### config.mk
export PLATFORM = sky130hd
export DESIGN_NAME = tick_gen_multi_flat
export DESIGN_NICKNAME = d
export VERILOG_FILES = /design/src/rtl/tick_gen_multi_pkg.sv /design/src/rtl/tick_gen_multi_if.sv /design/src/rtl/tick_gen_multi_div_stage.sv /design/src/rtl/tick_gen_multi.sv /design/src/flat_wrapper.sv
export SDC_FILE = /design/constraint.sdc
export NUM_CORES = 1
export LEC_CHECK = 0
export CORE_MARGIN = 1
export CORE_UTILIZATION = 56
export DETAILED_ROUTE_END_ITERATION = 8
export HOLD_SLACK_MARGIN = 0.02
export PLACE_DENSITY_LB_ADDON = 0.25
export REMOVE_ABC_BUFFERS = 1
export SYNTH_ARGS = -nofsm -noshare
export SYNTH_HDL_FRONTEND = slang
export SYNTH_HIERARCHICAL = 1
export SYNTH_SLANG_ARGS = --single-unit
### constraint.sdc
create_clock -name clk -period 11.7 [get_ports clk]
set_input_delay 2.34 -clock clk [delete_from_list [all_inputs] [get_ports clk]]
set_output_delay 2.34 -clock clk [all_outputs]
set_load 0.05 [all_outputs]
### src/rtl/tick_gen_multi_pkg.sv
// Shared constants and elaboration-time helpers for the cascaded tick generator.
package tick_gen_multi_pkg;

  localparam int unsigned DEF_CLK_HZ  = 32'd50_000_000;
  localparam int unsigned DEF_BASE_HZ = 32'd1000;
  localparam int unsigned MAX_PACK_W  = 32'd512;

  function automatic int unsigned clog2(input int unsigned value);
    int unsigned v;
    int unsigned r;
    v = value - 32'd1;
    r = 32'd0;
    for (int i = 0; i < 32; i++) begin
      if ((v >> i) != 32'd0) begin
        r = 32'(i) + 32'd1;
      end else begin
        r = r;
      end
    end
    return r;
  endfunction

  // Extracts slice idx of a packed ratio vector whose slices are width bits wide.
  function automatic int unsigned stage_ratio(input logic [MAX_PACK_W-1:0] packed_div,
                                              input int unsigned idx,
                                              input int unsigned width);
    logic [MAX_PACK_W-1:0] shifted;
    logic [31:0]           mask;
    shifted = packed_div >> (idx * width);
    if (width >= 32'd32) begin
      mask = 32'hFFFF_FFFF;
    end else begin
      mask = (32'd1 << width) - 32'd1;
    end
    return shifted[31:0] & mask;
  endfunction

endpackage

### src/rtl/tick_gen_multi_if.sv
// Control/status bundle between the tick generator and its consumer.
interface tick_gen_multi_if #(
  parameter int NUM_CH = 3,
  parameter int ACT_W  = 5,
  parameter int IDLE_W = 8
);
  logic              en;
  logic              sync_clr;
  logic [ACT_W-1:0]  activity;
  logic [IDLE_W-1:0] idle_sec;
  logic [NUM_CH-1:0] tick;
  logic              idle_pulse;
  logic              idle;

  modport master (output en, sync_clr, activity, idle_sec, input tick, idle_pulse, idle);
  modport slave  (input en, sync_clr, activity, idle_sec, output tick, idle_pulse, idle);
endinterface

### src/rtl/tick_gen_multi_div_stage.sv
// One divider stage: counts incoming strobes and emits every ratio-th one.
module tick_div_stage #(
  parameter int DIV_W = 16
) (
  input  logic             clk,
  input  logic             rst,
  input  logic             strobe_in,
  input  logic             clr,
  input  logic [DIV_W-1:0] ratio,
  output logic             strobe_out,
  output logic             tick
);
  logic [DIV_W-1:0] cnt_r;
  logic             tick_r;

  assign strobe_out = strobe_in & (cnt_r == (ratio - DIV_W'(1)));
  assign tick       = tick_r;

  // Stage counter and registered tick; clr realigns the phase.
  always_ff @(posedge clk) begin
    if (rst) begin
      cnt_r  <= {DIV_W{1'b0}};
      tick_r <= 1'b0;
    end else if (clr) begin
      cnt_r  <= {DIV_W{1'b0}};
      tick_r <= 1'b0;
    end else begin
      tick_r <= strobe_out;
      if (strobe_out) begin
        cnt_r <= {DIV_W{1'b0}};
      end else if (strobe_in) begin
        cnt_r <= cnt_r + DIV_W'(1);
      end else begin
        cnt_r <= cnt_r;
      end
    end
  end
endmodule

### src/rtl/tick_gen_multi.sv
// Cascaded time-base: prescaler -> divider chain, plus an idle timeout on the slowest tick.
module tick_gen_multi
  import tick_gen_multi_pkg::*;
#(
  parameter int unsigned                  CLK_HZ    = DEF_CLK_HZ,
  parameter int unsigned                  BASE_HZ   = DEF_BASE_HZ,
  parameter int                           NUM_CH    = 3,
  parameter int                           DIV_W     = 16,
  parameter logic [NUM_CH*DIV_W-1:0]      STAGE_DIV = {16'd100, 16'd10, 16'd0},
  parameter int                           ACT_W     = 5,
  parameter int                           IDLE_W    = 8
) (
  input logic           clk,
  input logic           rst,
  tick_gen_multi_if.slave bus
);
  localparam int unsigned PRE_DIV = CLK_HZ / BASE_HZ;
  localparam int          PRE_W   = int'(clog2(PRE_DIV));

  if ((CLK_HZ % BASE_HZ) != 32'd0) begin : g_bad_base
    $error("CLK_HZ must be a multiple of BASE_HZ");
  end
  if (PRE_DIV < 32'd2) begin : g_bad_pre
    $error("prescaler ratio must be at least 2");
  end
  if ((NUM_CH * DIV_W) > int'(MAX_PACK_W)) begin : g_bad_pack
    $error("STAGE_DIV too wide for ratio helper");
  end

  logic [PRE_W-1:0]  pre_cnt_r;
  logic              tick0_r;
  logic [NUM_CH-1:0] strobe_s;
  logic [NUM_CH-1:0] tick_s;
  logic [IDLE_W-1:0] idle_cnt_r;
  logic [IDLE_W:0]   idle_inc_s;
  logic              idle_r;
  logic              idle_pulse_r;

  // sync_clr suppresses strobes so no stage or the idle counter sees a tick that cycle.
  assign strobe_s[0] = bus.en & ~bus.sync_clr & (pre_cnt_r == PRE_W'(PRE_DIV - 32'd1));
  assign tick_s[0]   = tick0_r;

  // Prescaler counter and base tick register.
  always_ff @(posedge clk) begin
    if (rst) begin
      pre_cnt_r <= {PRE_W{1'b0}};
      tick0_r   <= 1'b0;
    end else if (bus.sync_clr) begin
      pre_cnt_r <= {PRE_W{1'b0}};
      tick0_r   <= 1'b0;
    end else begin
      tick0_r <= strobe_s[0];
      if (strobe_s[0]) begin
        pre_cnt_r <= {PRE_W{1'b0}};
      end else if (bus.en) begin
        pre_cnt_r <= pre_cnt_r + PRE_W'(1);
      end else begin
        pre_cnt_r <= pre_cnt_r;
      end
    end
  end

  for (genvar i = 1; i < NUM_CH; i++) begin : g_stage
    localparam int unsigned DIV_I = stage_ratio(MAX_PACK_W'(STAGE_DIV), i, DIV_W);
    if (DIV_I == 32'd0) begin : g_bad_div
      $error("stage ratio must be non-zero");
    end
    tick_div_stage #(.DIV_W(DIV_W)) u_stage (
      .clk        (clk),
      .rst        (rst),
      .strobe_in  (strobe_s[i-1]),
      .clr        (bus.sync_clr),
      .ratio      (DIV_W'(DIV_I)),
      .strobe_out (strobe_s[i]),
      .tick       (tick_s[i])
    );
  end

  assign idle_inc_s = {1'b0, idle_cnt_r} + (IDLE_W+1)'(1);

  // Idle timeout: counts slowest strobes since last activity; count freezes once idle.
  always_ff @(posedge clk) begin
    if (rst) begin
      idle_cnt_r   <= {IDLE_W{1'b0}};
      idle_r       <= 1'b0;
      idle_pulse_r <= 1'b0;
    end else if (|bus.activity) begin
      idle_cnt_r   <= {IDLE_W{1'b0}};
      idle_r       <= 1'b0;
      idle_pulse_r <= 1'b0;
    end else if (bus.idle_sec == {IDLE_W{1'b0}}) begin
      idle_cnt_r   <= {IDLE_W{1'b0}};
      idle_r       <= 1'b0;
      idle_pulse_r <= 1'b0;
    end else if (strobe_s[NUM_CH-1] && !idle_r) begin
      idle_cnt_r <= idle_inc_s[IDLE_W-1:0];
      if (idle_inc_s >= {1'b0, bus.idle_sec}) begin
        idle_r       <= 1'b1;
        idle_pulse_r <= 1'b1;
      end else begin
        idle_r       <= idle_r;
        idle_pulse_r <= 1'b0;
      end
    end else begin
      idle_cnt_r   <= idle_cnt_r;
      idle_r       <= idle_r;
      idle_pulse_r <= 1'b0;
    end
  end

  assign bus.tick       = tick_s;
  assign bus.idle       = idle_r;
  assign bus.idle_pulse = idle_pulse_r;
endmodule

### src/flat_wrapper.sv
// flat-port wrapper written by rule: the top's interface ports become plain ports
module tick_gen_multi_flat import tick_gen_multi_pkg::*;
#(
  parameter int unsigned                  CLK_HZ    = DEF_CLK_HZ,
  parameter int unsigned                  BASE_HZ   = DEF_BASE_HZ,
  parameter int                           NUM_CH    = 3,
  parameter int                           DIV_W     = 16,
  parameter logic [NUM_CH*DIV_W-1:0]      STAGE_DIV = {16'd100, 16'd10, 16'd0},
  parameter int                           ACT_W     = 5,
  parameter int                           IDLE_W    = 8
)
  (clk, rst, bus_en, bus_sync_clr, bus_activity, bus_idle_sec, bus_tick, bus_idle_pulse, bus_idle);
  tick_gen_multi_if #(.NUM_CH(NUM_CH), .ACT_W(ACT_W), .IDLE_W(IDLE_W)) bus_i ();
  input logic clk;
  input logic rst;
  input wire logic [$bits(bus_i.en)-1:0] bus_en;
  input wire logic [$bits(bus_i.sync_clr)-1:0] bus_sync_clr;
  input wire logic [$bits(bus_i.activity)-1:0] bus_activity;
  input wire logic [$bits(bus_i.idle_sec)-1:0] bus_idle_sec;
  output wire logic [$bits(bus_i.tick)-1:0] bus_tick;
  output wire logic [$bits(bus_i.idle_pulse)-1:0] bus_idle_pulse;
  output wire logic [$bits(bus_i.idle)-1:0] bus_idle;
  assign bus_i.en = bus_en;
  assign bus_i.sync_clr = bus_sync_clr;
  assign bus_i.activity = bus_activity;
  assign bus_i.idle_sec = bus_idle_sec;
  assign bus_tick = bus_i.tick;
  assign bus_idle_pulse = bus_i.idle_pulse;
  assign bus_idle = bus_i.idle;
  tick_gen_multi #(.CLK_HZ(CLK_HZ), .BASE_HZ(BASE_HZ), .NUM_CH(NUM_CH), .DIV_W(DIV_W), .STAGE_DIV(STAGE_DIV), .ACT_W(ACT_W), .IDLE_W(IDLE_W)) u_core (.clk(clk), .rst(rst), .bus(bus_i));
endmodule
==> impl_summary.log <==
INFO  metric cp_data_required_time = about 12,000 ps
INFO  metric cts_max_path_buffers = 2
INFO  metric rsz_0062_raised_after_global_routing = false
INFO  metric place.detailed.hpwl = 6054 um
INFO  metric final.setup_skew = just under 7 ps
INFO  metric hold_path_depth = 2
INFO  metric synth.distinct_cells = approximately 50
INFO  metric post_synth_inst_count = between 400 and 500
INFO  metric period_needed = between 8000 and 9000 ps
INFO  metric antenna_found_initial = 0
INFO  metric dr.pass1.iters = 4
INFO  metric tritoncts.num_buffers = 9
INFO  metric clkTransAtPathRegs = approximately 70 ps
INFO  metric syn-mean-instance-area = roughly 8.3 um2
INFO  metric pwr_dens = a little under 100 nW/um2
INFO  metric number_of_antenna_violating_nets_in_the_routed_design = 0
INFO  metric floorplan.initialDensity = between 50% and 60%
INFO  metric grt.overflow.total = 0
INFO  metric global_route_wire_length_before_repair = approximately 14,000 um
INFO  metric worst-path-max-fanout = 22
INFO  metric area_growth = 20.93%
INFO  metric die_height = 86.07 um
INFO  metric synth-warning-count = 6
INFO  metric antenna_cells_inserted = 0
INFO  metric synth_edf_count = 0
INFO  metric dieArea = roughly 7400 um2
INFO  metric asyncSetResetFlopFracSynth = 0%
INFO  metric min_to = u_core/pre_cnt_r[15]
INFO  metric io_buffers = 21
INFO  metric critical_path_class = input port to register
INFO  metric wl = 8269 um
INFO  metric num_rows = 30
INFO  metric power.leakage = around 0.0019 uW
INFO  metric holdCritPathClass = register to register
INFO  metric maxCapViolCount = 0
INFO  metric clock_sinks = between 60 and 70
INFO  metric synth.yosys.seq_area_share = 30.86%
INFO  metric cts.root.buffer_cell = sky130_fd_sc_hd__clkbuf_8
INFO  metric boundaryPins = 22
INFO  metric quantity_of_gates_resized_following_cts = 0
INFO  metric maxClockFrequency = approximately 110 MHz
INFO  metric synth-seq-cells = approximately 60
INFO  metric vias_in_the_first_global_route = roughly 3.3k
INFO  metric setup.reg_to_reg.worst_slack = roughly 4400 ps
INFO  metric capture_instance_of_the_worst_register_to_register_path = u_core/idle_cnt_r[4]
INFO  metric data_arrival_time_of_the_critical_path = slightly above 9000 ps
INFO  metric pin_count_of_the_biggest_net_entering_global_routing = 23
INFO  metric gpl.final_weighted_congestion = about 0.83
INFO  metric num_vias = about 3.5k
INFO  metric worst_hold_startpoint = u_core/pre_cnt_r[15]
INFO  metric synthDominantCellAreaShare = between 30% and 40%
INFO  metric max-vdd-ir-drop = just under 0.08 mV
INFO  metric wire_per_inst = 12.00 um
INFO  metric final_count_of_hold_timing_violations = 0
INFO  metric yosys_most_used_dff = sky130_fd_sc_hd__dfxtp_1
INFO  metric post-cts-setup-buffers = 0
INFO  metric ctsHoldBuffers = 0
INFO  metric synth_area_leaders = sky130_fd_sc_hd__dfxtp_1 (31%), sky130_fd_sc_hd__xor2_1 (11%), sky130_fd_sc_hd__xnor2_1 (9.7%)
INFO  metric start_kind = input port
INFO  metric tritoncts = yes
INFO  metric worst-r2r-cell-count = 17
INFO  metric floorplan.core_area = 6794 um2
INFO  metric worstMarginPinSlew = about 850 ps
INFO  metric period_share = between 70% and 80%
INFO  metric critPathCaptureType = register
INFO  metric viasPerCell = 5.078
INFO  metric final-setup-viol-count = 0
INFO  metric clk-insertion-delay-late = ~330 ps
INFO  metric first_iter_violations = 162
INFO  metric timing.max_slew.rel_slack = 43.10%
INFO  metric count_of_nets_after_finishing = between 600 and 700
INFO  metric finalSetupTns = 0 ps
INFO  metric drive_above_1_share = between 6 and 7%
INFO  metric final.setup.worst_slack = 2717 ps
INFO  metric r2r_start = u_core/pre_cnt_r[11]
INFO  metric final_util = a little over two thirds
INFO  metric die-width = roughly 86 um
INFO  metric finalMaxSlewViolations = 0
INFO  metric grt_usage = 24.30%
INFO  metric final_cells = a little under 700
INFO  metric synth_area = 3958 um2
INFO  metric place_worst_setup_slack = 2458 ps
INFO  metric cts-htree-levels = 3
INFO  metric synth_largest_area_cell = sky130_fd_sc_hd__dfxtp_1
INFO  metric drc = 0
INFO  metric dp_cells = ~670
INFO  metric outcome = completed
## metrics by stage
step	power [uW]	instance area (um2)	hold WS, ps
detailed placement	248.8	4547	505.5
finish	470.9	4786	520.5
global route	490.9	4786	545.2
global placement	247.9	4547	483.5
floorplan	239.4	4217	471.6
CTS	472.8	4786	522.5
## Yosys cell counts, drive strengths merged (6+ instances only)
| library cell | instances |
|---|---|
| nor2b | 7 |
| o21ai | 9 |
| or3 | 6 |
| and3 | 15 |
| xnor2 | 44 |
| nand4 | 7 |
| a31oi | 6 |
| buf | 8 |
| nand3 | 19 |
| nand2 | 40 |
| inv | 16 |
| nor2 | 41 |
| a21oi | 15 |
| nor4 | 12 |
| ha | 14 |
| mux2i | 8 |
| clkbuf | 6 |
| nor3 | 51 |
| dfxtp | 61 |
| xor2 | 48 |
## routing by layer
metal / global-route usage, % / up-vias / part of all wire (%)
met3: 5.294 / 7 / 3.3
met4: 6.212 / 0 / 0.94
met2: 43.58 / 61 / 50
li1: - / 1798 / -
met1: 29.33 / 1633 / 46
met5: 0 / - / 0
## layout make-up
cell class | instances | area (um2)
clock buffers | 10 | 127.6
clock inverters | 6 | 111.4
fillers | 541 | 2008
inverters | 16 | 60.06
multi-input cells | 479 | 2935
flip-flops and latches | 61 | 1221
well taps | 96 | 120.1
repair buffers | 21 | 210.2
## worst max-delay path, cell delays in order
cell,delay (ps)
sky130_fd_sc_hd__clkdlybuf4s50_1,560
sky130_fd_sc_hd__and3_2,260
sky130_fd_sc_hd__nand4_1,170
sky130_fd_sc_hd__nor2_1,400
sky130_fd_sc_hd__nand3_1,130
sky130_fd_sc_hd__or4_1,420
sky130_fd_sc_hd__a2111o_1,400
sky130_fd_sc_hd__or4_4,570
sky130_fd_sc_hd__nor3_4,740
sky130_fd_sc_hd__nand3_1,170
sky130_fd_sc_hd__or4_1,450
sky130_fd_sc_hd__a2111o_1,400
sky130_fd_sc_hd__or4_4,560
sky130_fd_sc_hd__nor3_4,660
sky130_fd_sc_hd__nand2_1,420
sky130_fd_sc_hd__or3_1,410
sky130_fd_sc_hd__a21oi_1,160
## registers in the layout (all words and copies together), names as in the netlist
| name | cells |
|---|---|
| u_core/g_stage.u_stage/cnt_r | 32 |
| u_core/pre_cnt_r | 16 |
| u_core/idle_cnt_r | 8 |
| u_core/g_stage.u_stage/tick | 2 |
| u_core/bus.idle | 1 |
| u_core/bus.idle_pulse | 1 |
| u_core/tick0_r | 1 |
## worst max-delay path by stage
stage,from,to,slack [ps],cells after the start
after global routing,bus_en,u_core/idle_cnt_r[4],2290,17
after global placement,bus_en,u_core/idle_cnt_r[7],2730,18
after floorplan,bus_en,u_core/idle_cnt_r[6],3970,16
after CTS,bus_en,u_core/idle_cnt_r[4],2770,17
final,bus_en,u_core/idle_cnt_r[4],2720,17
after detailed placement,bus_en,u_core/idle_cnt_r[4],2460,17
## power by group
part | total, uW | internal (uW) | switching, uW
Clock | 225 | 142 | 83.1
Sequential | 208 | 208 | 0.216
Combinational | 38.3 | 16.5 | 21.9
## cells by family (layout without fill, tap and decap cells)
| kind of cell | count (synthesis) | after routing | synth area share (%) |
|---|---|---|---|
| buffers and inverters | 30 | 53 | 3.889 |
| xor gates and xnor gates | 92 | 92 | 20.36 |
| muxes | 8 | 8 | 2.023 |
| other | 2 | 96 | 0.1898 |
| and+or+nand+nor | 221 | 221 | 30.51 |
| DFF | 61 | 61 | 30.86 |
| adders and majority gates | 14 | 14 | 4.426 |
| AOI/OAI and AO/OA | 48 | 48 | 7.746 |
## cell usage in the layout, fill, tap and decap left out, types with 3 or more instances in the layout
cell	count
sky130_fd_sc_hd__nor2b_1	7
sky130_fd_sc_hd__conb_1	96
sky130_fd_sc_hd__and4_1	3
sky130_fd_sc_hd__o31ai_1	3
sky130_fd_sc_hd__ha_1	14
sky130_fd_sc_hd__mux2i_1	8
sky130_fd_sc_hd__nor2_1	41
sky130_fd_sc_hd__or2_2	4
sky130_fd_sc_hd__xor2_1	48
sky130_fd_sc_hd__and3_1	14
sky130_fd_sc_hd__clkbuf_8	9
sky130_fd_sc_hd__a21oi_1	15
sky130_fd_sc_hd__bufinv_16	3
sky130_fd_sc_hd__or3_1	6
sky130_fd_sc_hd__inv_1	16
sky130_fd_sc_hd__nand4_1	7
sky130_fd_sc_hd__a31oi_1	6
sky130_fd_sc_hd__nand3b_1	4
sky130_fd_sc_hd__clkdlybuf4s50_1	21
sky130_fd_sc_hd__nand3_1	19
sky130_fd_sc_hd__nand2_1	39
sky130_fd_sc_hd__nor3_1	47
sky130_fd_sc_hd__xnor2_1	44
sky130_fd_sc_hd__o21ai_0	9
sky130_fd_sc_hd__dfxtp_1	61
sky130_fd_sc_hd__nor4_1	10
Note: power is estimated with default switching activity, not from simulation.
